### src/rtl/hex_seg_scanner.sv
// Six-digit time-multiplexed seven-segment driver: one shared decoder walks the
// digits one per clock, from a snapshot of all six codes taken at the start of each frame.
module hex_seg_scanner #(
  parameter bit LZ_SUPPRESS = 1'b0
) (
  input  logic       ms_clk,
  input  logic       Reset_n,
  input  logic       enable,
  input  logic [3:0] d0,
  input  logic [3:0] d1,
  input  logic [3:0] d2,
  input  logic [3:0] d3,
  input  logic [3:0] d4,
  input  logic [3:0] d5,
  output logic [6:0] HEX0,
  output logic [6:0] HEX1,
  output logic [6:0] HEX2,
  output logic [6:0] HEX3,
  output logic [6:0] HEX4,
  output logic [6:0] HEX5,
  output logic       frame_done
);

  typedef enum logic [2:0] {
    PH_SNAP = 3'd0,
    PH_D0   = 3'd1,
    PH_D1   = 3'd2,
    PH_D2   = 3'd3,
    PH_D3   = 3'd4,
    PH_D4   = 3'd5,
    PH_D5   = 3'd6
  } phase_e;

  phase_e           ph_q, ph_d;
  logic [2:0]       ph_bits;
  logic [5:0][3:0]  snap_q, snap_d;
  logic [5:0][6:0]  hex_q, hex_d;
  logic             frame_done_q, frame_done_d;
  logic [5:0]       lead;
  logic [5:0]       supp;

  function automatic logic [6:0] decode(input logic [3:0] c);
    case (c)
      4'h0:    return 7'b1000000;
      4'h1:    return 7'b1111001;
      4'h2:    return 7'b0100100;
      4'h3:    return 7'b0110000;
      4'h4:    return 7'b0011001;
      4'h5:    return 7'b0010010;
      4'h6:    return 7'b0000010;
      4'h7:    return 7'b1111000;
      4'h8:    return 7'b0000000;
      4'h9:    return 7'b0010000;
      4'hA:    return 7'b0001000;
      4'hB:    return 7'b0000011;
      4'hC:    return 7'b1000110;
      4'hD:    return 7'b0100001;
      4'hE:    return 7'b0000110;
      default: return 7'b1111111;
    endcase
  endfunction

  function automatic logic is_empty(input logic [3:0] c);
    return (c == 4'h0) || (c == 4'hF);
  endfunction

  assign ph_bits = ph_q;

  // lead[k] is set when snap[k..5] are all zero-or-blank; d0 is never suppressed.
  always_comb begin
    lead    = '0;
    lead[5] = is_empty(snap_q[5]);
    for (int unsigned i = 1; i < 6; i++) begin
      lead[5 - i] = lead[6 - i] & is_empty(snap_q[5 - i]);
    end
    supp = LZ_SUPPRESS ? (lead & 6'b111110) : '0;
  end

  always_comb begin
    ph_d         = ph_q;
    snap_d       = snap_q;
    hex_d        = hex_q;
    frame_done_d = 1'b0;
    if (enable) begin
      if (ph_q == PH_SNAP) begin
        snap_d = {d5, d4, d3, d2, d1, d0};
        ph_d   = PH_D0;
      end else begin
        for (int unsigned i = 0; i < 6; i++) begin
          if (ph_bits == 3'(i + 1)) begin
            hex_d[i] = supp[i] ? 7'h7F : decode(snap_q[i]);
          end
        end
        ph_d         = (ph_q == PH_D5) ? PH_SNAP : phase_e'(ph_bits + 3'd1);
        frame_done_d = (ph_q == PH_D5);
      end
    end
  end

  always_ff @(posedge ms_clk or negedge Reset_n) begin
    if (!Reset_n) begin
      ph_q         <= PH_SNAP;
      snap_q       <= '1;
      hex_q        <= '1;
      frame_done_q <= 1'b0;
    end else begin
      ph_q         <= ph_d;
      snap_q       <= snap_d;
      hex_q        <= hex_d;
      frame_done_q <= frame_done_d;
    end
  end

  assign HEX0       = hex_q[0];
  assign HEX1       = hex_q[1];
  assign HEX2       = hex_q[2];
  assign HEX3       = hex_q[3];
  assign HEX4       = hex_q[4];
  assign HEX5       = hex_q[5];
  assign frame_done = frame_done_q;

endmodule

### config.mk
export PLATFORM = sky130hd
export DESIGN_NAME = hex_seg_scanner
export DESIGN_NICKNAME = d
export VERILOG_FILES = /design/src/rtl/hex_seg_scanner.sv
export SDC_FILE = /design/constraint.sdc
export NUM_CORES = 1
export LEC_CHECK = 0
export CAP_MARGIN = 20
export CORE_MARGIN = 1
export CORE_UTILIZATION = 30
export DETAILED_ROUTE_END_ITERATION = 12
export PLACE_DENSITY = 0.57
export REMOVE_ABC_BUFFERS = 1
export SLEW_MARGIN = 40
export SYNTH_ARGS = -nofsm -noshare
export SYNTH_HDL_FRONTEND = slang
export SYNTH_SLANG_ARGS = --single-unit
### constraint.sdc
create_clock -name ms_clk -period 2.6 [get_ports ms_clk]
set_input_delay 0.26 -clock ms_clk [delete_from_list [all_inputs] [get_ports ms_clk]]
set_output_delay 0.26 -clock ms_clk [all_outputs]
set_load 0.1 [all_outputs]
### Yosys cells after proc, flatten, opt, wreduce, memory -nomap -nowiden

Memories as Yosys holds them, arrays and structs flattened. A register that Yosys moved wholly into a read port is not among the register bits.
Index checks and enable logic that the tools add are counted.

* add/sub/neg operators: 1
* equal/unequal tests: 6
* muxes and demuxes: 4
* bitwise logic cells: 1
* reductions and logical operators: 14

Operators with widths (number)
* 3-bit AND reduction: 6
* 3-bit equality test, second input constant: 3
* 3-bit by 2-bit equality test with 1-bit output, second input constant: 2
* 1-bit logical NOT: 6
* 3-bit 2-to-1 mux: 2
* 3-bit by 1-bit adder with 3-bit output, second input constant: 1
* 3-bit by 1-bit equality test with 1-bit output, second input constant: 1
* 3-bit logical NOT: 1
* 1-bit 2-to-1 mux: 2
* 2-bit AND reduction: 1
* 1-bit inverter: 1

* flip-flop bits (word level): 28
* bits in read-only memories: 672
* input bits: 27
* output and inout port bits: 43
* word-level logic and storage cells: 40
* memories kept: 6

Memories
* (no name shown): words 16, bits a word 7, rd ports 1, clocked after memory_dff 1, write ports 0, line 43 `case (c)`
* (no name shown): words 16, bits a word 7, rd ports 1, clocked after memory_dff 1, write ports 0, line 43
* (no name shown): words 16, bits a word 7, rd ports 1, clocked after memory_dff 1, write ports 0, line 43
* (no name shown): words 16, bits a word 7, rd ports 1, clocked after memory_dff 1, write ports 0, line 43
* (no name shown): words 16, bits a word 7, rd ports 1, clocked after memory_dff 1, write ports 0, line 43
* (no name shown): words 16, bits a word 7, rd ports 1, clocked after memory_dff 1, write ports 0, line 43

### Logic depth before layout (Yosys ltp)

* depth in word-level cells: 3
* mapped depth: 7
* depth with buffers taken out: 5

### Least setup slack after synthesis

OpenSTA, ideal clock, no wires.

* path type: reg2reg
* from: register snap_q[4] in the netlist's numbering
* to: register hex_q (netlist bit HEX1[3])
* library setup time: 0.085 ns
* arrival time: 1.713 ns
* required time: 2.515 ns
* path slack: 0.802 ns
* cell stages (with the launch flop): 6
* buffers on the path: 0
* period minus slack after synthesis: 1.798 ns
* cells stage by stage: dfstp_2 inv_1 ha_1 inv_1 mux4_2 mux2_1

RTL lines
* start, declared: line 36 `logic [5:0][3:0] snap_q, snap_d;`
* start signal, assigned: line 108 `snap_q <= snap_d;`
* end, declared: line 37 `logic [5:0][6:0] hex_q, hex_d;`

==> out/summary.txt <==
Number of setup violations in the final report: 0
Fin area: 0.005401 mm^2
Clock Skews: 7.633 ps
Core ar.: 0.01448 mm^2
Vias in the first global route: 2968
Die H: 123.5 um
Mux contribution to synthesized area: 22.90%
Largest net degree at the start of global routing: 59
Cell count after synthesis: 373
Count leader, synth: dfstp_2
Initial antenna violation count: 0
Worst setup SP type: flop
Chip Width: 123.5 um
# IOs: 70
EDFF count, synth: 0
Post-Synth Simple-Gate Area: 12.07%
Final worst slack: 649.2 ps
Avg Inst Size Synth: 11.86 um^2
Tot GR Track Use: 12.66%
Ys Warns: 0
Fin crit share: 75.03%
CTS clock-pin slew for the worst setup and hold paths: 60 ps
DP Wirelength: 6180 um
DRC violations left: 0
Later-pin clock latency in the skew report: 340 ps
Compound-gate portion of the synthesized area: 6.870%
DIE AREA: 0.01524 mm^2
Clock tree buffer depth: 2
Min-delay worst type: in2async
Final WL: 8684 um
Tmin final: 1951 ps
List of most frequent post-synthesis cells: 66 x dfstp_2, 37 x ha_1, 28 x nor2_1
Final #Nets: 497
I/O Buffers: 69
Final Hold Fails: 0
Seq/Total Area, Yosys: 41.45%
Syn Std Cell Area: 0.004425 mm^2
Post-synthesis register bit count: 70
TritonCTS clock tree: yes
ANT cells: 0
Grt total ovfl: 0
Post-DRT Antenna Nets: 0
Main combinational cell family by area after synthesis: multiplexers
Slew Limit Headroom: 56.84%
1st-iter DRT viols: 106
Pins over their slew limit: 0
Setup Crit Path Kind: reg2reg
Worst Path Max Fanout: 9
Crit end category: flop
WL/cell: 13.96 um
Via count: 2903
First-pass GRT wire length: 14690 um
Max frequency: 512.6 MHz
Setup TNS: 0 ps
Tightest Pin Transition: 639.3 ps
Cell variety after synth: 33
Area delta synth->final: 22.05%
Post-CTS Resized: 0
Synth area leaders: dfstp_2 39%, ha_1 10%, mux4_2 9.2%, mux2_4 8.1%, mux2_2 5.1%
Top-area cell type share of the netlist area: 39.19%
Share of cells above drive strength 1: 45.43%
RSZ-0062 raised after global routing: no
Root buffer cell: clkbuf_16
Leading area contributor after synthesis: dfstp_2
Pre-CTS setup slack: 564.7 ps
H-tree depth: 3
# Post-CTS Setup Buffers: 0
Drt pass-1 iters: 4
Placed cell area: 0.005090 mm^2
Critical Path RT: 2860 ps
Row count: 44
Post-synthesis adder-cell area fraction: 10.46%
Worst Path Arrival: 2210 ps
Via-to-Cell Ratio: 4.667
Xor and xnor area share after synthesis: 0%
Number of max-cap violations: 0
Initial Util: 30.57%
CTS sink count: 70
Layout fillers: 1412
FFs w/ async S/R, synth: 100.0%
GP Congestion: 0.8341
Post-synth top flop: dfstp_2
Status: finished, final reports clean
Num CTS Buffers: 9
## final timing paths
kind	slack, ps	from	end	depth (start not counted)
worst max-delay path	650	snap_q[4]$_DFFE_PN1P_	HEX1[3]$_DFFE_PN1P_	5
worst min-delay path	350	Reset_n	frame_done$_DFF_PN0_	2
worst max register to register	650	snap_q[4]$_DFFE_PN1P_	HEX1[3]$_DFFE_PN1P_	5
worst min register to register	460	HEX4[0]$_DFFE_PN1P_	HEX4[0]$_DFFE_PN1P_	2
max in group asynchronous	1610	Reset_n	HEX3[0]$_DFFE_PN1P_	3
min in group ms_clk	460	HEX4[0]$_DFFE_PN1P_	HEX4[0]$_DFFE_PN1P_	2
## cell type report
class                      count  area, um^2  area share (%)
tap                          184       230.2           4.262
inverter                      26       97.59           1.807
clock inverter                 5       58.81           1.089
clock buffer                  11       242.7           4.494
sequential                    70        1834           33.96
timing repair buffer          73       623.1           11.54
multi-input combinational    253        2315           42.85
## cells in the final DEF (no fill, tap or decap), drive strengths merged
| master | n |
|---|---|
| a22oi | 1 |
| clkdlybuf4s50 | 25 |
| o21ai | 18 |
| nand3b | 5 |
| and4b | 2 |
| mux4 | 18 |
| ha | 37 |
| bufinv | 1 |
| dfstp | 66 |
| nand4b | 1 |
| a2bb2oi | 1 |
| nand2 | 22 |
| nor2 | 28 |
| clkinv | 2 |
| dlygate4sd3 | 1 |
| o311a | 1 |
| o311ai | 1 |
| inv | 26 |
| dfrtp | 4 |
| a21oi | 11 |
| nor3 | 7 |
| and2 | 1 |
| and4bb | 3 |
| a31oi | 17 |
| mux2 | 46 |
| clkbuf | 11 |
| clkinvlp | 2 |
| nand3 | 6 |
| a31o | 1 |
| buf | 47 |
| a21o | 1 |
| nor2b | 24 |
| nand2b | 1 |
## per-stage QoR
step / util, % / hold WS [ps] / instances
after floorplan: - / -35.59 / 349
after global placement: 35.15 / 165.3 / 605
after detailed placement: 35.15 / 171.7 / 605
after CTS: 37.31 / 340.2 / 622
after global routing: 37.31 / 389.2 / 622
final: 37.31 / 345.3 / 622
## logic make-up (layout without fill, tap and decap cells)
kind of cell / Yosys count / count (layout)
AOI/OAI and AO/OA: 52 / 52
adders and majority gates: 37 / 37
buffers and inverters: 50 / 115
DFF: 70 / 70
muxes: 64 / 64
and+or+nand+nor: 100 / 100
## sequential cells by signal, indices dropped and copies added, names as in the netlist
register	flops
HEX0	7
HEX4	7
frame_done	1
ph_bits	3
HEX2	7
HEX5	7
HEX3	7
snap_q	24
HEX1	7
## per-layer routing
metal / GRT usage, % / vias to the layer above / wire [um]
met5: 0 / - / 0
met4: 5.873 / 0 / 165
met3: 3.137 / 15 / 311
met2: 20.50 / 49 / 4164
met1: 15.82 / 1419 / 4042
li1: - / 1420 / -
## timing repair
item / in CTS / in global routing
setup endpoints to repair: 0 / 0
hold buffers: 1 / 0
hold endpoints to repair: 1 / 0
## worst max-delay path, cell delays in order (launching register included)
cell,delay (ps)
dfstp_2,620
inv_1,120
ha_1,340
inv_1,50
mux4_2,440
mux2_1,300
Power is not shown: default switching activity piles up to over one toggle a cycle in this logic, so the estimate is an artifact.
